File: src/rtl/ext_in_buffer.sv
// IN-instruction input buffer: small FWFT FIFO filled by an external producer
// over valid/ready and drained by IN (op 4'h7) in the EXE stage.
module ext_in_buffer #(
    parameter int DEPTH = 4,
    parameter int WIDTH = 8
) (
    input  logic                   clk,
    input  logic                   rst,
    input  logic [WIDTH-1:0]       ext_data,
    input  logic                   ext_valid,
    output logic                   ext_ready,
    input  logic [3:0]             op,
    input  logic                   stage_en,
    output logic [WIDTH-1:0]       in_data,
    output logic                   in_stall,
    output logic [$clog2(DEPTH):0] in_count
);
    localparam int         AW    = $clog2(DEPTH);
    localparam logic [3:0] OP_IN = 4'h7;
    localparam logic [AW:0] FULL_CNT = (AW+1)'(DEPTH);

    logic [WIDTH-1:0] r_mem [DEPTH];
    logic [AW-1:0]    r_wp;
    logic [AW-1:0]    r_rp;
    logic [AW:0]      r_cnt;

    logic w_is_in;
    logic w_push;
    logic w_pop;
    logic w_empty;

    assign w_is_in = (op == OP_IN);
    assign w_empty = (r_cnt == '0);

    // ready depends only on registered state and rst, never on ext_valid
    assign ext_ready = rst & (r_cnt < FULL_CNT);
    assign w_push    = ext_valid & ext_ready;
    assign w_pop     = w_is_in & stage_en & ~w_empty;

    assign in_data  = r_mem[r_rp];
    assign in_stall = w_is_in & w_empty;
    assign in_count = r_cnt;

    // Storage is never cleared; w_push is already blocked during reset
    always_ff @(posedge clk) begin
        if (w_push)
            r_mem[r_wp] <= ext_data;
    end

    always_ff @(posedge clk) begin
        if (!rst) begin
            r_wp  <= '0;
            r_rp  <= '0;
            r_cnt <= '0;
        end else begin
            if (w_push)
                r_wp <= r_wp + 1'b1;
            if (w_pop)
                r_rp <= r_rp + 1'b1;
            case ({w_push, w_pop})
                2'b10:   r_cnt <= r_cnt + 1'b1;
                2'b01:   r_cnt <= r_cnt - 1'b1;
                default: r_cnt <= r_cnt;
            endcase
        end
    end
endmodule

File: config.mk
export PLATFORM = sky130hd
export DESIGN_NAME = ext_in_buffer
export DESIGN_NICKNAME = d
export VERILOG_FILES = /design/src/rtl/ext_in_buffer.sv
export SDC_FILE = /design/constraint.sdc
export NUM_CORES = 1
export LEC_CHECK = 0
export ABC_AREA = 1
export CAP_MARGIN = 20
export CORE_MARGIN = 2
export CORE_UTILIZATION = 50
export DETAILED_ROUTE_END_ITERATION = 7
export GPL_ROUTABILITY_DRIVEN = 0
export PLACE_DENSITY = 0.76
export SYNTH_ARGS = -nofsm -noshare
export SYNTH_HDL_FRONTEND = slang
export SYNTH_SLANG_ARGS = --single-unit
File: constraint.sdc
create_clock -name clk -period 2.1 [get_ports clk]
set_input_delay 0.63 -clock clk [delete_from_list [all_inputs] [get_ports clk]]
set_output_delay 0.63 -clock clk [all_outputs]
set_load 0.02 [all_outputs]
# ---- Yosys cells after proc, flatten, opt, wreduce, memory -nomap -nowiden
# Memory sizes are Yosys's and may differ from the RTL's. A register that Yosys moved wholly into a read port is not among the register bits.
# Cells that the tools add are included.
dict set report totals {
  regBits 7
  ramBits 32
  out_inout_bits 13
  memories 1
}
dict set report classes {
  addsub 4
  n_lt_le_gt_ge 1
  n_eq_ne 3
  muxes 5
  n_bitwise 6
  n_reduce_logical 2
}
# name words word_bits rd rd_ports_with_merged_regs wr line
set mem_list {}
lappend mem_list {r_mem 4 8 1 1 1 22} ;# logic [WIDTH-1:0] r_mem [DEPTH];
# operator n
set op_table {}
lappend op_table {{$pmux 3 s2} 1}
lappend op_table {{$and 1x1->1} 5}
lappend op_table {{$add 2x1->2 const B} 2}
lappend op_table {{$eq 4x3->1 const B} 1}
lappend op_table {{$mux 2} 2}
lappend op_table {{$add 3x1->3 const B} 1}
lappend op_table {{$logic_not 3->1} 1}
lappend op_table {{$lt 3x3->1 const B} 1}
lappend op_table {{$sub 3x1->3 const B} 1}
lappend op_table {{$eq 2x1->1 const B} 1}
lappend op_table {{$eq 2x2->1 const B} 1}
lappend op_table {{$mux 1} 2}
lappend op_table {{$reduce_bool 2->1} 1}
lappend op_table {{$not 1->1} 1}

# ---- Longest topological paths before layout
# Gate-level depths: netlist (run 1).
dict set report depth {
  ltp_word 5
  mapped_depth 13
  depth_no_buf 13
}

# ---- Least setup slack after synthesis (run 1)
# OpenSTA, ideal clock, no wires.
dict set report synth_timing {
  path_kind {input port to flip-flop}
  startpoint {input op[3]}
  endpoint {register r_cnt[2] (netlist: in_count[2])}
  setup_time_ns 0.113
  arrival_time_ns 1.849
  required_ns 1.987
  path_slack_ns 0.138
  stages 12
  cell_sequence {inv_1 > nand2_1 > inv_1 > nand2_1 > nor2_2 > ha_1 > inv_1 > fa_1 > a21oi_1 > o21ai_0 > nor2_1 > nor2_1}
}
dict set report synth_between {
  elab_chain_cells 5
}
# element line
set synth_lines {}
lappend synth_lines {{start: declaration} 12} ;# input logic [3:0] op,
lappend synth_lines {{$eq 4x3->1 (*)} 32} ;# assign w_is_in = (op == OP_IN);
lappend synth_lines {{$and 1x1->1 (*) (2 in a row)} 38} ;# assign w_pop = w_is_in & stage_en & ~w_empty;
lappend synth_lines {{via w_pop} 29} ;# logic w_pop;
lappend synth_lines {{$eq 2x1->1 or $eq 2x2->1 (tied branches)} 60} ;# case ({w_push, w_pop})
lappend synth_lines {{$pmux 3 s2 or $reduce_bool 2->1 (tied branches)} n/a}
lappend synth_lines {{end signal: assignment} 61} ;# 2'b10: r_cnt <= r_cnt + 1'b1;
lappend synth_lines {{end signal: assignment} 62} ;# 2'b01: r_cnt <= r_cnt - 1'b1;
lappend synth_lines {{end signal: assignment} 63} ;# default: r_cnt <= r_cnt;
lappend synth_lines {{end: declaration} 25} ;# logic [AW:0] r_cnt;
# The timed path passes the listed nets; every way through them passes the cells marked *.
# A chain may end at the register's enable or synchronous reset.

# ---- Worst setup path after layout (run 1)
dict set report layout_timing {
  startpoint {input stage_en}
  endpoint {register r_cnt[2] (netlist: in_count[2])}
}
dict set report layout_between {
  elab_chain_cells 4
}
# element line
set layout_lines {}
lappend layout_lines {{start: declaration} 13} ;# input logic stage_en,
lappend layout_lines {{$and 1x1->1 (*) (2 in a row)} 38}
lappend layout_lines {{via w_pop} 29}
lappend layout_lines {{$eq 2x1->1 or $eq 2x2->1 (tied branches)} 60}
lappend layout_lines {{$pmux 3 s2 or $reduce_bool 2->1 (tied branches)} n/a}
# Marks and branches as above.

==> out/results.md, run 1 <==
| Metric | Value | Unit |
| --- | --- | --- |
| Outcome | finished, final reports clean | - |
| Pre-antenna DRT Iters | 4 | - |
| Total I/O pin count | 29 | - |
| Power spent charging and discharging nets | 0.3130 | mW |
| Most instantiated cells after synthesis | sky130_fd_sc_hd__edfxtp_1 (32), sky130_fd_sc_hd__nor2_1 (28), sky130_fd_sc_hd__inv_1 (17), sky130_fd_sc_hd__o21ai_0 (17), sky130_fd_sc_hd__nand2_1 (10) | - |
| Arrival time worst endpoint | 2290 | ps |
| Max_cap viols | 0 | - |
| Maximum clock path buffer count | 2 | - |
| Internal power | 1.088 | mW |
| Mapped Area | 1693 | µm² |
| Share of power burned in the clock network | 25.2 | % |
| Flip-flop and latch count after synthesis | 41 | - |
| DP HPWL | 2.234 | mm |
| P_leak | 0.8931 | nW |
| Area fraction of the dominant cell type after synthesis | 56.76 | % |
| First-pass GRT wire length | 5.175 | mm |
| Worst ir drop on vdd | 0.4160 | mV |
| Fmax | 0.4961 | GHz |
| Total grt overflow | 0 | - |
| Cell type contributing the most total cell area after synthesis | sky130_fd_sc_hd__edfxtp_1 | - |
| Post-synth cell types | 19 | - |
| Overall power after layout | 1.401 | mW |
| Number of buffer and inverter instances along the worst setup path | 2 | - |
| Initial detailed-routing violation count | 47 | - |
| Classification of the worst-slack hold path | reg2reg | - |
| Hold Vio Cnt, Final | 0 | - |
| All-Layer GR Usage | 17.59 | % |
| Start-to-end type of the worst setup path | in2reg | - |
| Vert. Die Dim | 62.19 | µm |
| Gate count of the mapped netlist | 147 | - |
| Worst path most repeated cell | sky130_fd_sc_hd__nand2_1 | - |
| DR DRC count | 0 | - |
| ANT cells | 0 | - |
| Fraction of the cycle the final worst path needs | 95.98 | % |
| Post-route minimum period | 2016 | ps |
| Total setup violations reported at the end of the flow | 0 | - |
| DR top layer | met4 | - |
| Register-to-Register Setup Slack | 260 | ps |
| Number of buffers inserted by port buffering | 28 | - |
| Total Die Area | 3867 | µm² |
| Type of destination of the critical path | flip-flop | - |
| Portion of the post-synthesis area used by sequential elements | 67.41 | % |
| Max-slew violation total from the final report | 0 | - |
| Skew-Pair Late Insertion Delay | 340 | ps |
| Worst path top cell family by delay | buffers and inverters | - |
| Pin count of the biggest net entering global routing | 17 | - |
| Ratio of cells with drive above 1 in the final layout | 23.23 | % |
| Transition time of the tightest slew-check pin | 344.8 | ps |
| Most used standard cell by instance count after synthesis | sky130_fd_sc_hd__edfxtp_1 | - |
| Required time at the worst-slack endpoint | 2380 | ps |
| Reg-to-reg endpoint | in_count[2] | - |
| Worst min-delay path endpoint | in_count[0] | - |
| Async set or reset register ratio after synthesis | 0 | % |
| Worst slack, placed | -506.8 | ps |
| Crit-path max FO | 2 | - |
| Largest cells by area after synthesis | sky130_fd_sc_hd__edfxtp_1 (57%), sky130_fd_sc_hd__dfxtp_1 (11%), sky130_fd_sc_hd__nor2_1 (6.2%) | - |
| Total met3 wirelength after detailed routing | 135 | µm |
| Area Growth Syn to Fin | 28.23 | % |
| Count of H-tree levels built during CTS | 2 | - |
| Wirelength, routed | 3.144 | mm |
| Number of instances on the worst hold path | 1 | - |
| Antenna violation net count after detailed routing | 0 | - |
| Maximum cell stage delay along the critical path | 490 | ps |
| Yosys Warn Count | 0 | - |
| Wire length on met1 | 1.317 | mm |
| Met2 wire len | 1.623 | mm |
| Core Box Area | 3284 | µm² |
| CTS tree | yes | - |
| Most used DFF post-synth | sky130_fd_sc_hd__edfxtp_1 | - |
| Die boundary width | 62.19 | µm |
| Clock input transition at the sequential cells of the worst setup and hold paths | 100 | ps |
| Initial antenna violation count | 0 | - |
| Total clock buffers created by CTS | 5 | - |
| Initial standard-cell utilization of the core | 51.54 | % |
| Clock net sink count | 41 | - |
| Startpoint of the worst hold path | in_count[0] | - |
| Post-synthesis area per instance | 11.52 | µm² |
| Relative slew slack | 76.84 | % |
| Startpoint type of the worst setup path | primary input | - |
| Flop pwr share | 64.5 | % |
| Fin nets | 219 | - |
| Cells traversed along the worst timing path | clkdlybuf4s50_1 > nand2_2 > nor2_4 > ha_1 > inv_1 > fa_2 > a21oi_1 > o21ai_1 > nand2_1 > nand2_1 > nor2_1 | - |
| Switching power share of the total | 22.34 | % |
| Reg-to-Reg Start | in_count[2] | - |
| Final-layout worst hold slack | 524.4 | ps |
| Path depth of the worst reg2reg path | 12 | - |
| Number of enable flip-flop cells after synthesis | 32 | - |
| Average via count per standard cell | 4.869 | - |
| Number of global-route vias before repair | 1178 | - |
| Post-Syn Nets | 169 | - |
| Final setup skew | 5.782 | ps |
| Number of rows in the core area | 21 | - |
| Clock root cell | sky130_fd_sc_hd__clkbuf_4 | - |
| Critical Path Slowest Stage Cell | sky130_fd_sc_hd__clkdlybuf4s50_1 | - |
| Total number of vias | 1188 | - |
| Post-detailed-route wirelength per cell | 12.89 | µm |
| Logic pwr share | 10.3 | % |
| Setup slack of the critical path after layout | 84.39 | ps |
| Cell Pwr Density | 645.3 | nW/µm² |
## layout make-up
type / instances / area, µm²
flip-flops and latches: 41 / 1144
multi-input cells: 85 / 470.5
well taps: 46 / 57.56
inverters: 19 / 73.82
clock inverters: 2 / 10.01
clock buffers: 6 / 41.29
repair buffers: 45 / 374.1
fillers: 252 / 1114
## cell families after synthesis
logic type               count (synthesis)  synth area share (%)
adder cells (fa/ha/maj)                  6                 4.878
buffers and inverters                   21                 5.543
AND/OR/NAND/NOR                         43                 10.72
flip-flops                              41                 67.41
AO/OA/AOI/OAI                           36                 11.46
## layout by cell type, fill, tap and decap left out, drive strengths merged
master          n
edfxtp         32
nor2           30
buf            24
o21ai          21
inv            19
clkdlybuf4s50  12
nand2          11
dfxtp           9
o22ai           8
clkbuf          8
a21oi           7
ha              5
dlymetal6s2s    4
clkinv          2
dlygate4sd2     2
nor3            1
nand3           1
fa              1
clkdlybuf4s15   1
## stage by stage
| step | cell area (µm²) | instances | TNS, ps | utilization [%] |
|---|---|---|---|---|
| global placement | 2121 | 234 | -2746 | 64.57 |
| global route | 2171 | 244 | -8.150 | 66.10 |
| detailed placement | 2121 | 234 | -2673 | 64.57 |
| finish | 2171 | 244 | 0 | 66.10 |
| CTS | 2183 | 243 | -41.45 | 66.48 |
| floorplan | 1693 | 147 | 0 | - |
## metal layers
layer  vias up  GRT usage (%)
li1        604              -
met3         8          4.529
met4         0          7.500
met5         -              0
met1       552          20.47
met2        24          30.84
## flip-flops by register name (all words and copies together) (netlist names), named ones only
register and flops:
r_rp 2, r_wp 2, r_mem 32, in_count 3
## how the worst max path moves through the flow
stage / start / to / slack, ps / depth (start not counted)
2_1_floorplan: op[3] / in_count[2] / 140 / 12
3_5_place_dp: op[0] / in_stall / -510 / 6
4_1_cts: op[1] / in_stall / -40 / 6
6_report: stage_en / in_count[2] / 80 / 11
3_3_place_gp: op[2] / in_stall / -480 / 6
5_1_grt: stage_en / in_count[2] / -8 / 11
## repair_timing
item | CTS | global route
hold buffers | 0 | 0
pin swaps | 4 | 4
setup endpoints to repair | 11 | 11
resized for setup | 38 | 15
setup buffers | 1 | 1
## power groups by stage
stage	Sequential [mW]	Clock, mW	Combinational, mW
2_1_floorplan	0.925	0	0.0626
3_3_place_gp	0.921	0	0.144
3_5_place_dp	0.923	0	0.150
4_1_cts	0.904	0.365	0.145
5_1_grt	0.906	0.402	0.159
6_report	0.904	0.352	0.144
(Power assumes the default switching activity.)
==> run 2: changes to the inputs <==
SLEW_MARGIN = 0   (was default)
==> results of run 2 <==
The final DEF is identical to that of run 1; final timing and power are the same.
